--- config.mk ---
export PLATFORM = sky130hd
export DESIGN_NAME = mc_control
export DESIGN_NICKNAME = d
export VERILOG_FILES = /design/src/rtl/mc_pkg.sv /design/src/rtl/mc_decode.sv /design/src/rtl/mc_control.sv
export SDC_FILE = /design/constraint.sdc
export NUM_CORES = 1
export LEC_CHECK = 0
export CORE_MARGIN = 2
export CORE_UTILIZATION = 37
export CTS_CLUSTER_DIAMETER = 120
export DETAILED_ROUTE_END_ITERATION = 8
export GPL_TIMING_DRIVEN = 0
export HOLD_SLACK_MARGIN = 0.06
export PLACE_DENSITY_LB_ADDON = 0.05
export SLEW_MARGIN = 20
export SYNTH_ARGS = -nofsm -noshare
export SYNTH_HDL_FRONTEND = slang
export SYNTH_SLANG_ARGS = --single-unit
--- constraint.sdc ---
create_clock -name clk -period 2.1 [get_ports clk]
set_input_delay 0.63 -clock clk [delete_from_list [all_inputs] [get_ports clk]]
set_output_delay 0.63 -clock clk [all_outputs]
set_load 0.05 [all_outputs]
--- src/rtl/mc_pkg.sv ---
// Shared types and constants for the mc_control multi-cycle instruction sequencer.
package mc_pkg;

    typedef enum logic [2:0] {
        ST_IDLE, ST_FETCH, ST_DECODE, ST_EXEC, ST_MEM, ST_IMM, ST_WB, ST_HALT
    } state_e;

    typedef enum logic [2:0] {
        CLS_NOP, CLS_ALU, CLS_MOV, CLS_LD, CLS_ST, CLS_LI, CLS_HALT, CLS_ILL
    } op_class_e;

    localparam logic [3:0] OP_NOP  = 4'h0;
    localparam logic [3:0] OP_ADD  = 4'h1;
    localparam logic [3:0] OP_SUB  = 4'h2;
    localparam logic [3:0] OP_AND  = 4'h3;
    localparam logic [3:0] OP_OR   = 4'h4;
    localparam logic [3:0] OP_MOV  = 4'h5;
    localparam logic [3:0] OP_LD   = 4'h6;
    localparam logic [3:0] OP_ST   = 4'h7;
    localparam logic [3:0] OP_LI   = 4'h8;
    localparam logic [3:0] OP_HALT = 4'hF;

    localparam logic [2:0] ALU_ADD = 3'd0;
    localparam logic [2:0] ALU_SUB = 3'd1;
    localparam logic [2:0] ALU_AND = 3'd2;
    localparam logic [2:0] ALU_OR  = 3'd3;

    localparam logic [1:0] WSEL_ALU = 2'd0;
    localparam logic [1:0] WSEL_MDR = 2'd1;
    localparam logic [1:0] WSEL_REG = 2'd2;

endpackage

--- src/rtl/mc_decode.sv ---
// Combinational opcode classifier: maps IR[7:4] to an instruction class and ALU op.
module mc_decode
    import mc_pkg::*;
(
    input  logic [3:0] op,
    output logic [2:0] op_class,
    output logic [2:0] alu_op
);

    always_comb begin
        op_class = CLS_ILL;
        alu_op   = ALU_ADD;
        case (op)
            OP_NOP:  op_class = CLS_NOP;
            OP_ADD:  begin op_class = CLS_ALU; alu_op = ALU_ADD; end
            OP_SUB:  begin op_class = CLS_ALU; alu_op = ALU_SUB; end
            OP_AND:  begin op_class = CLS_ALU; alu_op = ALU_AND; end
            OP_OR:   begin op_class = CLS_ALU; alu_op = ALU_OR;  end
            OP_MOV:  op_class = CLS_MOV;
            OP_LD:   op_class = CLS_LD;
            OP_ST:   op_class = CLS_ST;
            OP_LI:   op_class = CLS_LI;
            OP_HALT: op_class = CLS_HALT;
            default: op_class = CLS_ILL;
        endcase
    end

endmodule

--- src/rtl/mc_control.sv ---
// Multi-cycle control FSM for the 8-bit, 4-register processor.
// Define MC_CONTROL_INSTRET_EN to build the retired-instruction counter.
module mc_control
    import mc_pkg::*;
#(
    parameter int N             = 8,
    parameter int RST_PC_EN_DLY = 0
) (
    input  logic         clk,
    input  logic         reset,
    input  logic [N-1:0] mem_rdata,
    input  logic         mem_ack,
    output logic         mem_req,
    output logic         mem_we,
    output logic         addr_sel,
    output logic         pc_en,
    output logic         mdr_load,
    output logic [1:0]   rd0_num,
    output logic [1:0]   rd1_num,
    output logic [1:0]   wr_num,
    output logic         wr_en,
    output logic [1:0]   wr_sel,
    output logic [2:0]   alu_op,
    output logic         illegal,
    output logic         halted,
    output logic [15:0]  instret
);

    state_e       state_q, state_d;
    logic [N-1:0] ir_q, ir_d;
    logic [1:0]   dly_q, dly_d;
    logic [2:0]   op_class;
    logic [2:0]   dec_alu_op;
    logic [1:0]   rd, rs;

    assign rd = ir_q[3:2];
    assign rs = ir_q[1:0];

    mc_decode u_decode (
        .op       (ir_q[7:4]),
        .op_class (op_class),
        .alu_op   (dec_alu_op)
    );

    always_comb begin
        state_d = state_q;
        ir_d    = ir_q;
        dly_d   = dly_q;
        case (state_q)
            ST_IDLE: begin
                if (dly_q == 2'(RST_PC_EN_DLY)) state_d = ST_FETCH;
                else                            dly_d   = dly_q + 2'd1;
            end
            ST_FETCH: begin
                if (mem_ack) begin
                    ir_d    = mem_rdata;
                    state_d = ST_DECODE;
                end
            end
            ST_DECODE: begin
                case (op_class)
                    CLS_ALU, CLS_MOV: state_d = ST_EXEC;
                    CLS_LD, CLS_ST:   state_d = ST_MEM;
                    CLS_LI:           state_d = ST_IMM;
                    CLS_HALT:         state_d = ST_HALT;
                    default:          state_d = ST_FETCH;
                endcase
            end
            ST_EXEC: state_d = ST_FETCH;
            ST_MEM: begin
                if (mem_ack) state_d = (op_class == CLS_LD) ? ST_WB : ST_FETCH;
            end
            ST_IMM: begin
                if (mem_ack) state_d = ST_WB;
            end
            ST_WB:   state_d = ST_FETCH;
            ST_HALT: state_d = ST_HALT;
            default: state_d = ST_IDLE;
        endcase
    end

    always_ff @(posedge clk) begin
        if (reset) begin
            state_q <= ST_IDLE;
            ir_q    <= '0;
            dly_q   <= '0;
        end else begin
            state_q <= state_d;
            ir_q    <= ir_d;
            dly_q   <= dly_d;
        end
    end

    // Outputs follow the registered state; reset forces every output low immediately.
    always_comb begin
        mem_req  = 1'b0;
        mem_we   = 1'b0;
        addr_sel = 1'b0;
        pc_en    = 1'b0;
        mdr_load = 1'b0;
        rd0_num  = 2'd0;
        rd1_num  = 2'd0;
        wr_num   = 2'd0;
        wr_en    = 1'b0;
        wr_sel   = WSEL_ALU;
        alu_op   = ALU_ADD;
        illegal  = 1'b0;
        halted   = 1'b0;
        if (!reset) begin
            case (state_q)
                ST_FETCH: begin
                    mem_req = 1'b1;
                    pc_en   = mem_ack;
                end
                ST_DECODE: begin
                    rd0_num = rd;
                    rd1_num = rs;
                    illegal = (op_class == CLS_ILL);
                end
                ST_EXEC: begin
                    rd0_num = rd;
                    rd1_num = rs;
                    wr_num  = rd;
                    wr_en   = 1'b1;
                    if (op_class == CLS_MOV) wr_sel = WSEL_REG;
                    else                     alu_op = dec_alu_op;
                end
                ST_MEM: begin
                    mem_req  = 1'b1;
                    addr_sel = 1'b1;
                    rd0_num  = rd;
                    rd1_num  = rs;
                    mem_we   = (op_class == CLS_ST);
                    mdr_load = mem_ack && (op_class == CLS_LD);
                end
                ST_IMM: begin
                    mem_req  = 1'b1;
                    pc_en    = mem_ack;
                    mdr_load = mem_ack;
                end
                ST_WB: begin
                    wr_num = rd;
                    wr_sel = WSEL_MDR;
                    wr_en  = 1'b1;
                end
                ST_HALT: halted = 1'b1;
                default: ;
            endcase
        end
    end

`ifdef MC_CONTROL_INSTRET_EN
    logic [15:0] instret_q, instret_d;
    logic        retire;

    // An instruction retires on the cycle it finishes its last state.
    always_comb begin
        retire = 1'b0;
        case (state_q)
            ST_EXEC, ST_WB: retire = 1'b1;
            ST_MEM:         retire = mem_ack && (op_class == CLS_ST);
            ST_DECODE:      retire = (op_class == CLS_NOP) || (op_class == CLS_ILL) ||
                                     (op_class == CLS_HALT);
            default:        retire = 1'b0;
        endcase
        instret_d = instret_q + {15'd0, retire};
    end

    always_ff @(posedge clk) begin
        if (reset) instret_q <= '0;
        else       instret_q <= instret_d;
    end

    assign instret = reset ? 16'd0 : instret_q;
`else
    assign instret = 16'd0;
`endif

endmodule

* Word level (Yosys, flattened, before mapping)
Index checks and enable logic that the tools add are counted.
** Word-level totals
- Output and inout bits :: 35
- Register bits after elaboration :: 13
- Word-level logic and storage cells :: 83
- Input bits :: 11
** Operators by class
- Bitwise gates (word level) :: 1
- Add/subtract/negate cells :: 1
- Mux-type cells :: 37
- Reductions and logical operators :: 14
- Eq/ne operators :: 27
** Operator list (number)
- $pmux W3 S7 :: 2
- $eq A3 B3 Y1 const B :: 8
- $mux W3 :: 8
- $eq A4 B3 Y1 const B :: 4
- $mux W2 :: 8
- $mux W1 :: 15
- $eq A3 B2 Y1 const B :: 4
- $pmux W3 S4 :: 1
- $eq A4 B2 Y1 const B :: 2
- $eq A4 B4 Y1 const B :: 2
- $ne A2 B2 Y1 const B :: 4
- $reduce_or A2 Y1 :: 4
- $eq A3 B1 Y1 const B :: 2
- $pmux W2 S3 :: 1
- $reduce_or A3 Y1 :: 2
- $eq A4 B1 Y1 const B :: 1
- $logic_not A4 Y1 :: 1
- $pmux W2 S2 :: 1
- $reduce_and A2 Y1 :: 2
- $reduce_and A4 Y1 :: 1
- $reduce_or A4 Y1 :: 1
- $logic_not A3 Y1 :: 1
- $add A2 B1 Y2 const B :: 1
- $logic_not A2 Y1 :: 1
- other kinds (3) :: 3

* Longest topological paths before layout
Gate-level depths: netlist of the first run.
- Depth after elaboration :: 7
- Mapped depth :: 5
- Depth with buffers taken out :: 5

* Cells and area by module
From an unflattened synthesis of the first run, not the netlist that was laid out.
** Unflattened totals
- Cells, all modules :: 138
- Area, all modules :: 1133.6 µm²
** Modules (own cells, without submodules)
- mc_control :: cells each 119, sequential area each 260.2 µm², area each 1009.7 µm², instances 1
- mc_decode :: cells each 19, sequential area each 0.0 µm², area each 123.9 µm², instances 1

* Worst setup path after synthesis of the first run
No wires, ideal clock.
- Path kind :: input port to output port
- From :: input reset
- To :: output mem_we
- Data arrival time :: 2.651 ns
- Setup slack :: -1.181 ns
- Path buffers :: 1
- Stages on the path :: 4
- Path through :: buf_2 -> nand2b_1 -> nor3_1 -> and3_1
** On the way
- Word-level cells in the longest chain between the ends :: 1
** RTL lines
- start, declared :: line mc_control.sv:10 : input logic reset,
- $mux W1 :: line mc_control.sv:109 : if (!reset) begin
- end, declared :: line mc_control.sv:14 : output logic mem_we,
Every way passes these cells.

* Worst setup path after layout of the first run
- From :: input reset
- To :: output wr_sel[1]
** On the way
- Word-level cells in the longest chain between the ends :: 1
** RTL lines
- $mux W2 :: line mc_control.sv:109
- end, declared :: line mc_control.sv:22 : output logic [1:0] wr_sel,
Every way passes these cells.

==> results of run 1 <==
## power by group through the flow
stage          clock network [uW]  registers (uW)  logic, uW
2_1_floorplan                   0             270        177
3_3_place_gp                    0             272        210
3_5_place_dp                    0             272        213
4_1_cts                       161             268        230
5_1_grt                       168             271        260
6_report                      154             270        245
## synth_stat cells, drive strengths merged (4+ instances only)
cell type	instances	area, um^2
nand2b	7	43.8
dfxtp	13	260
nand2	6	22.5
nor3	5	25.0
and2	7	43.8
inv	5	18.8
a21oi	7	35.0
nor2	20	82.6
o21ai	4	20.0
buf	23	158
mux2i	10	100
## area by class of cell
| class | instances | area, um^2 |
|---|---|---|
| clock buffer | 4 | 26.3 |
| tap | 30 | 37.5 |
| timing repair buffer | 46 | 435 |
| fill | 212 | 721 |
| buffer | 25 | 213 |
| multi-input combinational | 105 | 776 |
| sequential | 13 | 273 |
| inverter | 5 | 18.8 |
## worst paths after layout
path | from | endpoint | slack (ns) | cells past startpoint
max | reset | wr_sel[1] | -0.20 | 5
min | ir_q[0] | ir_q[0] | 0.52 | 2
max reg2reg | state_q[1] | state_q[0] | 0.06 | 14
min reg2reg | ir_q[0] | ir_q[0] | 0.52 | 2
## through the flow
stage | cells | utilization [%]
3_5_place_dp | 205 | 58.0
4_1_cts | 222 | 67.0
6_report | 228 | 71.2
5_1_grt | 228 | 71.2
2_1_floorplan | 148 | -
3_3_place_gp | 205 | 58.0
## cells in the final DEF, fill, tap and decap left out, types with 2 or more instances in the layout
| master | Yosys | final |
|---|---|---|
| clkbuf_4 | 0 | 4 |
| nor3_4 | 0 | 5 |
| inv_1 | 5 | 4 |
| xnor2_1 | 2 | 2 |
| buf_12 | 0 | 2 |
| buf_2 | 6 | 6 |
| a21oi_2 | 0 | 2 |
| nor2_2 | 0 | 2 |
| nand2b_1 | 7 | 3 |
| o21ai_0 | 4 | 4 |
| buf_8 | 0 | 6 |
| and2_4 | 0 | 4 |
| clkbuf_1 | 2 | 2 |
| or3_1 | 3 | 2 |
| conb_1 | 1 | 17 |
| and3_1 | 3 | 2 |
| a31oi_1 | 2 | 2 |
| buf_4 | 17 | 35 |
| mux2i_1 | 10 | 10 |
| clkdlybuf4s50_1 | 0 | 8 |
| buf_6 | 0 | 11 |
| nor2_4 | 1 | 3 |
| nor2_1 | 19 | 15 |
| nand2b_4 | 0 | 4 |
| dfxtp_1 | 13 | 9 |
| a21oi_1 | 7 | 4 |
| and2_2 | 0 | 2 |
| nand3_1 | 3 | 3 |
| dfxtp_4 | 0 | 3 |
| nand2_1 | 6 | 4 |
## worst max-delay path, delay by kind of cell
| family | cells | cell delay, ns |
|---|---|---|
| AND/OR/NAND/NOR | 3 | 0.73 |
| buffers and inverters | 2 | 0.29 |
## kinds of logic after synthesis
group | synth area share [%]
multiplexers | 10.1
AO/OA/AOI/OAI | 9.95
AND/OR/NAND/NOR | 31.9
adder cells (fa/ha/maj) | 1.26
buffers and inverters | 18.5
flip-flops | 26.2
XOR/XNOR | 1.76
other | 0.377
## layer usage
| metal | vias up | GRT usage, % | wire (um) |
|---|---|---|---|
| met2 | 29 | 27.0 | 1430 |
| met5 | - | 0 | 0 |
| met3 | 4 | 2.09 | 145 |
| met4 | 0 | 5.10 | 32 |
| met1 | 477 | 20.2 | 1150 |
| li1 | 545 | - | - |
## flip-flops by register name (all words and copies together) (netlist names)
signal / cells
ir_q: 8
state_q: 3
dly_q: 2
## timing repair
item | 4_1_cts | 5_1_grt
pin swaps | 5 | 9
endpoints found under the setup margin | 18 | 17
buffers inserted | 13 | 7
gates resized for setup | 139 | 28
==> flow_metrics.env, run 1 <==
export IMPL_antenna_found_initial=0
export IMPL_drt_iter0_markers=10
export IMPL_synth_warning_count=0
export IMPL_clockBufferDepth=2
export IMPL_pwr_share_comb_pct=36.6
export IMPL_syn_area_um2=993
export IMPL_drv_cap=0
export IMPL_fin_setup_tns_ns=-0.604
export IMPL_rows=18
export IMPL_powerDensity_mw_per_mm2=376
export IMPL_cts_tree="built"
export IMPL_placed_area_mm2=0.00145
export IMPL_internal_power_uw=425
export IMPL_syn_mean_instance_area_um2=7.53
export IMPL_die_area_mm2=0.00312
export IMPL_path_max_fanout=3
export IMPL_clk_latency_ns=0.27
export IMPL_status="finished with violations"
export IMPL_drive_gt1_share_pct=49.5
export IMPL_grt_usage_pct=15.7
export IMPL_grt_pass1_vias=952
export IMPL_synth_distinct_cells=29
export IMPL_dieWidth_um=55.8
export IMPL_setup_slack_ns=-0.200
export IMPL_power_frac_seq_pct=40.3
export IMPL_place_ws_ns=-0.904
export IMPL_end_kind="output port"
export IMPL_clk_pin_slew_ns=0.08
export IMPL_crit_slowest_cell="or3_4"
export IMPL_area_growth_pct=79.1
export IMPL_cp_start_kind="primary input"
export IMPL_fmax_mhz=435
export IMPL_cp_arrival_ns=1.67
export IMPL_wl_per_cell_um=12.1
export IMPL_grt_pass1_wl_um=4080
export IMPL_h_tree_depth=1
export IMPL_place_port_buffers=27
export IMPL_grt_max_degree=11
export IMPL_fin_crit_ns=2.30
export IMPL_rsz0062_at_grt="true"
export IMPL_netlist_instances=132
export IMPL_ys_seq_elements=13
export IMPL_crit_chain="buf_12 > nand2b_4 > or3_4 > nor4b_4 > buf_6"
export IMPL_final_antenna_net_count=0
export IMPL_core_mm2=0.00250
export IMPL_slowest_delay_ns=0.37
export IMPL_ys_seq_area_share_pct=26.2
export IMPL_synth_edf_count=0
export IMPL_die_height_um=55.8
export IMPL_hold_class="reg -> reg"
export IMPL_post_dp_hpwl_um=1690
export IMPL_skew_ns=0.000755
export IMPL_hold_viol_final=0
export IMPL_routed_wl_um=2760
export IMPL_finalSetupViolCount=8
export IMPL_finalPower_uw=668
export IMPL_layout_nets=211
export IMPL_numCtsBuffers=3
export IMPL_gp_congestion=0.845
export IMPL_diodes=0
export IMPL_critPathRequiredTime_ns=1.47
export IMPL_drc=0
export IMPL_synthArstFlopShare_pct=0
export IMPL_p_sw_share_pct=36.4
export IMPL_synth_ff_type="dfxtp_1"
export IMPL_violations="setup timing"
export IMPL_cts_root_buf="clkbuf_4"
export IMPL_period_share_pct=110
export IMPL_power_switching_uw=243
export IMPL_drt_pass1_iter_count=4
export IMPL_num_io_pins=46
export IMPL_hold_buffers=0
export IMPL_crit_type="in -> out"
export IMPL_pwr_share_clk_pct=23.0
export IMPL_cts_sinks=13
export IMPL_start_util_pct=39.7
export IMPL_slew_viol_final=0
export IMPL_design_area_mm2=0.00178
export IMPL_leakagePower_uw=0.000787
export IMPL_overflow=0
export IMPL_viasPerCell=4.63
export IMPL_hold_slack_ns=0.518
export IMPL_vdd_drop_max_v=0.000385
export IMPL_vias=1055
(Power assumes the default switching activity.)
==> inputs of run 2 (changes only) <==
--- a/config.mk
+++ b/config.mk
@@ -5,6 +5,7 @@
 export SDC_FILE = /design/constraint.sdc
 export NUM_CORES = 1
 export LEC_CHECK = 0
+export CORE_ASPECT_RATIO = 1.1
 export CORE_MARGIN = 2
 export CORE_UTILIZATION = 37
 export CTS_CLUSTER_DIAMETER = 120
==> run 2 against run 1 <==
Against the previous run: hold slack worse by 0.011 ns; cell count is 2.6% lower; highest routed layer is now met3; non-clock buffer count decreased by 7; critical path depth did not move; sequential share of layout area rose by 0.61 points; clock power hardly changed; clock skew about the same; the flow still finishes with violations (setup timing); via count fell by 1.0%; utilization down 2.7 points; power is 0.53% higher.
==> flow_metrics.env, run 2 (synthesis results as in run 1) <==
export IMPL_crit_chain="buf_12 > nand2b_4 > or3_4 > nor4b_4 > buf_6"
export IMPL_diodes=0
export IMPL_layout_nets=204
export IMPL_drt_iter0_markers=21
export IMPL_gp_congestion=0.832
export IMPL_place_ws_ns=-0.927
export IMPL_critical_path_top_delay_family="simple AND/OR/NAND/NOR gates"
export IMPL_critPathRequiredTime_ns=1.47
export IMPL_finalPower_uw=672
export IMPL_grt_usage_pct=16.1
export IMPL_cts_sinks=13
export IMPL_hold_class="reg -> reg"
export IMPL_finalSetupViolCount=12
export IMPL_numCtsBuffers=3
export IMPL_fin_setup_tns_ns=-0.764
export IMPL_setup_slack_ns=-0.193
export IMPL_path_max_fanout=4
export IMPL_start_util_pct=39.4
export IMPL_rsz0062_at_grt="true"
export IMPL_wl_per_cell_um=11.5
export IMPL_leakagePower_uw=0.000757
export IMPL_hold_slack_ns=0.508
export IMPL_overflow=0
export IMPL_fin_util_pct=68.5
export IMPL_grt_max_degree=11
export IMPL_skew_ns=0.00105
export IMPL_vdd_drop_max_v=0.000348
export IMPL_core_mm2=0.00252
export IMPL_num_io_pins=46
export IMPL_drt_pass1_iter_count=4
export IMPL_clockBufferDepth=2
export IMPL_powerDensity_mw_per_mm2=389
export IMPL_top_regs="ir_q x8, state_q x3, dly_q x2"
export IMPL_post_dp_hpwl_um=1740
export IMPL_final_cell_mix="32 x buf_4, 17 x conb_1, 16 x nor2_1"
export IMPL_routed_wl_um=2550
export IMPL_die_height_um=58.3
export IMPL_cts_tree="built"
export IMPL_drv_cap=0
export IMPL_grt_pass1_wl_um=3840
export IMPL_largest_register_ff_count=8
export IMPL_grt_pass1_vias=876
export IMPL_cp_start_kind="primary input"
export IMPL_final_antenna_net_count=0
export IMPL_die_area_mm2=0.00312
export IMPL_clk_latency_ns=0.27
export IMPL_dieWidth_um=53.4
export IMPL_violations="setup timing"
export IMPL_hold_viol_final=0
export IMPL_hold_buffers=0
export IMPL_layout_commonest_cell="buf_4"
export IMPL_drc=0
export IMPL_drive_gt1_share_pct=48.2
export IMPL_crit_type="in -> out"
export IMPL_area_growth_pct=73.8
export IMPL_slowest_delay_ns=0.37
export IMPL_antenna_found_initial=0
export IMPL_viasPerCell=4.70
export IMPL_place_port_buffers=27
export IMPL_h_tree_depth=1
export IMPL_period_share_pct=109
export IMPL_cp_arrival_ns=1.66
export IMPL_end_kind="output port"
export IMPL_timing_critical_path_buf_inv=2
export IMPL_status="finished with violations"
export IMPL_clk_pin_slew_ns=0.08
export IMPL_rows=19
export IMPL_fin_crit_ns=2.29
export IMPL_cts_root_buf="clkbuf_4"
export IMPL_top_register="ir_q"
export IMPL_vias=1044
export IMPL_fmax_mhz=436
export IMPL_crit_slowest_cell="or3_4"
export IMPL_slew_viol_final=0
run 2: changes by cell type in the layout (fill, tap and decap cells not counted), sizes merged:
cell / before / now
clkdlybuf4s15: 1 / 0
buf: 60 / 53
dlygate4sd2: 0 / 1
run 2: what timing repair did:
action	CTS	global route
resized for setup	130	41
setup endpoints to repair	18	13
pin swaps	4	9
setup buffers	3	10
run 2: area by class of cell:
type	instances	area [um^2]
Tap cell	31	38.8
Fill cell	208	793
Sequential cell	13	275
Timing Repair Buffer	40	383
Clock buffer	4	26.3
Multi-Input combinational cell	105	777
Inverter	5	18.8
Buffer	24	208
run 2: worst register-to-register path: stages (launching register included):
cell and delay, ns:
dfxtp_4 0.37, buf_8 0.13, buf_4 0.14, nand2b_4 0.16
nor2_4 0.27, mux2i_1 0.24, nor2_1 0.06
run 2: power breakdown:
| part | switching, uW | total [uW] | internal, uW |
|---|---|---|---|
| Clock | 83.5 | 157 | 73.6 |
| Sequential | 15.8 | 272 | 256 |
| Combinational | 146 | 242 | 96.6 |
| Total | 245 | 672 | 427 |
run 2: metrics by stage:
stage,instance area (um^2),cells
floorplan,1140,148
global placement,1450,206
detailed placement,1450,206
CTS,1540,213
global route,1730,222
finish,1730,222
run 2: final timing paths:
check / start / to / slack [ns] / cells past startpoint
worst min register to register: ir_q[1] / ir_q[1] / 0.51 / 2
worst min-delay path: ir_q[1] / ir_q[1] / 0.51 / 2
worst max register to register: state_q[1] / ir_q[5] / 0.61 / 6
worst max-delay path: reset / wr_sel[1] / -0.19 / 5
run 2: routing by layer:
metal | track usage (%) | vias up | routed length (um)
met5 | 0 | - | 0
met4 | 5.13 | 0 | 0
met3 | 3.05 | 0 | 197
met2 | 27.2 | 45 | 1300
met1 | 20.4 | 471 | 1050
li1 | - | 528 | -
==> inputs of run 3 (changes only) <==
--- a/config.mk
+++ b/config.mk
@@ -6,7 +6,7 @@
 export NUM_CORES = 1
 export LEC_CHECK = 0
 export CORE_ASPECT_RATIO = 1.1
-export CORE_MARGIN = 2
+export CORE_MARGIN = 1.5
 export CORE_UTILIZATION = 37
 export CTS_CLUSTER_DIAMETER = 120
 export DETAILED_ROUTE_END_ITERATION = 8
==> run 3 against run 2 <==
Against the previous run: the run still ends with setup timing left; via count fell by 0.77%; die area fell by 3.6%; critical path type unchanged; fmax fell by 0.72%; largest power group unchanged.
==> flow_metrics.env, run 3 (synthesis results as in run 1) <==
export IMPL_fmax_mhz=433
export IMPL_numCtsBuffers=3
export IMPL_ff2ff_path_depth=6
export IMPL_post_dp_hpwl_um=1750
export IMPL_clk_latency_ns=0.27
export IMPL_end_kind="output port"
export IMPL_diodes=0
export IMPL_place_port_buffers=27
export IMPL_cts_root_buf="clkbuf_4"
export IMPL_powerDensity_mw_per_mm2=384
export IMPL_hold_slack_ns=0.507
export IMPL_critPathRequiredTime_ns=1.47
export IMPL_antenna_found_initial=0
export IMPL_leakagePower_uw=0.000783
export IMPL_period_share_pct=110
export IMPL_layout_commonest_cell="buf_4"
export IMPL_clk_pin_slew_ns=0.08
export IMPL_setup_slack_ns=-0.210
export IMPL_drive_gt1_share_pct=49.5
export IMPL_drt_iter0_markers=10
export IMPL_slew_viol_final=0
export IMPL_drc=0
export IMPL_wl_per_cell_um=12.4
export IMPL_cp_arrival_ns=1.68
export IMPL_slowest_delay_ns=0.38
export IMPL_design_area_mm2=0.00177
export IMPL_routed_wl_um=2800
export IMPL_grt_max_degree=11
export IMPL_hold_buffers=0
export IMPL_final_cell_mix="36 x buf_4, 17 x conb_1, 16 x nor2_1"
export IMPL_cp_start_kind="primary input"
export IMPL_overflow=0
export IMPL_crit_type="in -> out"
export IMPL_rows=19
export IMPL_area_growth_pct=78.5
export IMPL_start_util_pct=39.4
export IMPL_rsz0062_at_grt="true"
export IMPL_reg2reg_setup_slack_ns=0.65
export IMPL_top_regs="ir_q x8, state_q x3, dly_q x2"
export IMPL_viasPerCell=4.60
export IMPL_worstHoldStart="dly_q[1]"
export IMPL_timing_critical_path_buf_inv=2
export IMPL_hold_class="reg -> reg"
export IMPL_crit_chain="buf_12 > nand2b_4 > or3_4 > nor4b_4 > buf_6"
export IMPL_placed_area_mm2=0.00145
export IMPL_finalPower_uw=680
export IMPL_hold_viol_final=0
export IMPL_min_path_cells=2
export IMPL_drv_cap=0
export IMPL_fill_cells=206
export IMPL_grt_pass1_wl_um=3910
export IMPL_num_io_pins=46
export IMPL_vdd_drop_max_v=0.000366
export IMPL_status="finished with violations"
export IMPL_finalSetupViolCount=9
export IMPL_clockBufferDepth=2
export IMPL_dieWidth_um=52.4
export IMPL_path_max_fanout=3
export IMPL_violations="setup timing"
export IMPL_top_register="ir_q"
export IMPL_fin_crit_ns=2.31
export IMPL_h_tree_depth=1
export IMPL_cts_sinks=13
export IMPL_die_area_mm2=0.00301
export IMPL_critical_path_top_delay_family="simple AND/OR/NAND/NOR gates"
export IMPL_grt_usage_pct=17.3
export IMPL_cts_tree="built"
export IMPL_timing_rr_start="state_q[1]"
export IMPL_grt_pass1_vias=876
export IMPL_holdPathEnd="dly_q[1]"
export IMPL_crit_slowest_cell="or3_4"
export IMPL_skew_ns=0.00142
export IMPL_layout_nets=207
export IMPL_gp_congestion=0.854
export IMPL_vias=1036
export IMPL_drt_pass1_iter_count=4
export IMPL_r2r_end="state_q[0]"
export IMPL_die_height_um=57.3
export IMPL_final_antenna_net_count=0
export IMPL_largest_register_ff_count=8
export IMPL_core_mm2=0.00252
## run 3: layout make-up
class	count	area, um^2	area share (%)
repair buffers	43	405	22.9
clock buffers	4	26.3	1.48
well taps	31	38.8	2.19
multi-input cells	105	806	45.4
flip-flops and latches	13	277	15.6
plain buffers	24	201	11.4
inverters	5	18.8	1.06
## run 3: power breakdown
group	switching (uW)	total (uW)	internal [uW]
registers	11.6	267	255
logic	155	259	104
clock network	81.1	155	73.7
## run 3: per-stage QoR
step | worst slack [ns] | TNS, ns | utilization (%) | instances
finish | -0.210 | -0.556 | 70.4 | 225
global route | -0.227 | -0.953 | 70.4 | 225
CTS | -0.234 | -0.610 | 62.2 | 213
detailed placement | -0.922 | -11.01 | 57.5 | 206
global placement | -0.910 | -10.68 | 57.5 | 206
floorplan | -0.443 | -2.31 | - | 148
## run 3: worst max-delay path by stage
stage,start,end,slack (ns),cells past startpoint
detailed placement,mem_ack,mdr_load,-0.92,4
floorplan,reset,wr_sel[1],-0.44,4
CTS,reset,wr_sel[1],-0.23,5
global route,reset,wr_sel[1],-0.23,5
finish,reset,wr_sel[1],-0.21,5
global placement,mem_ack,mdr_load,-0.91,4
## run 3: worst min-delay path, stage by stage (launching register included)
cell and delay (ns):
dfxtp_1 0.33, mux2i_1 0.07, nor2_1 0.08
## run 3: routing by layer
| metal | up-vias | part of all wire, % | GRT usage (%) |
|---|---|---|---|
| li1 | 531 | - | - |
| met1 | 460 | 40 | 21.7 |
| met2 | 40 | 54 | 29.6 |
| met3 | 5 | 4.9 | 2.36 |
| met4 | 0 | 1.4 | 6.59 |
| met5 | - | 0 | 0 |
## run 3: repair_timing
item,in CTS,in global routing
resized for setup,131,48
setup endpoints to repair,18,17
setup buffers,3,14
pin swaps,4,10
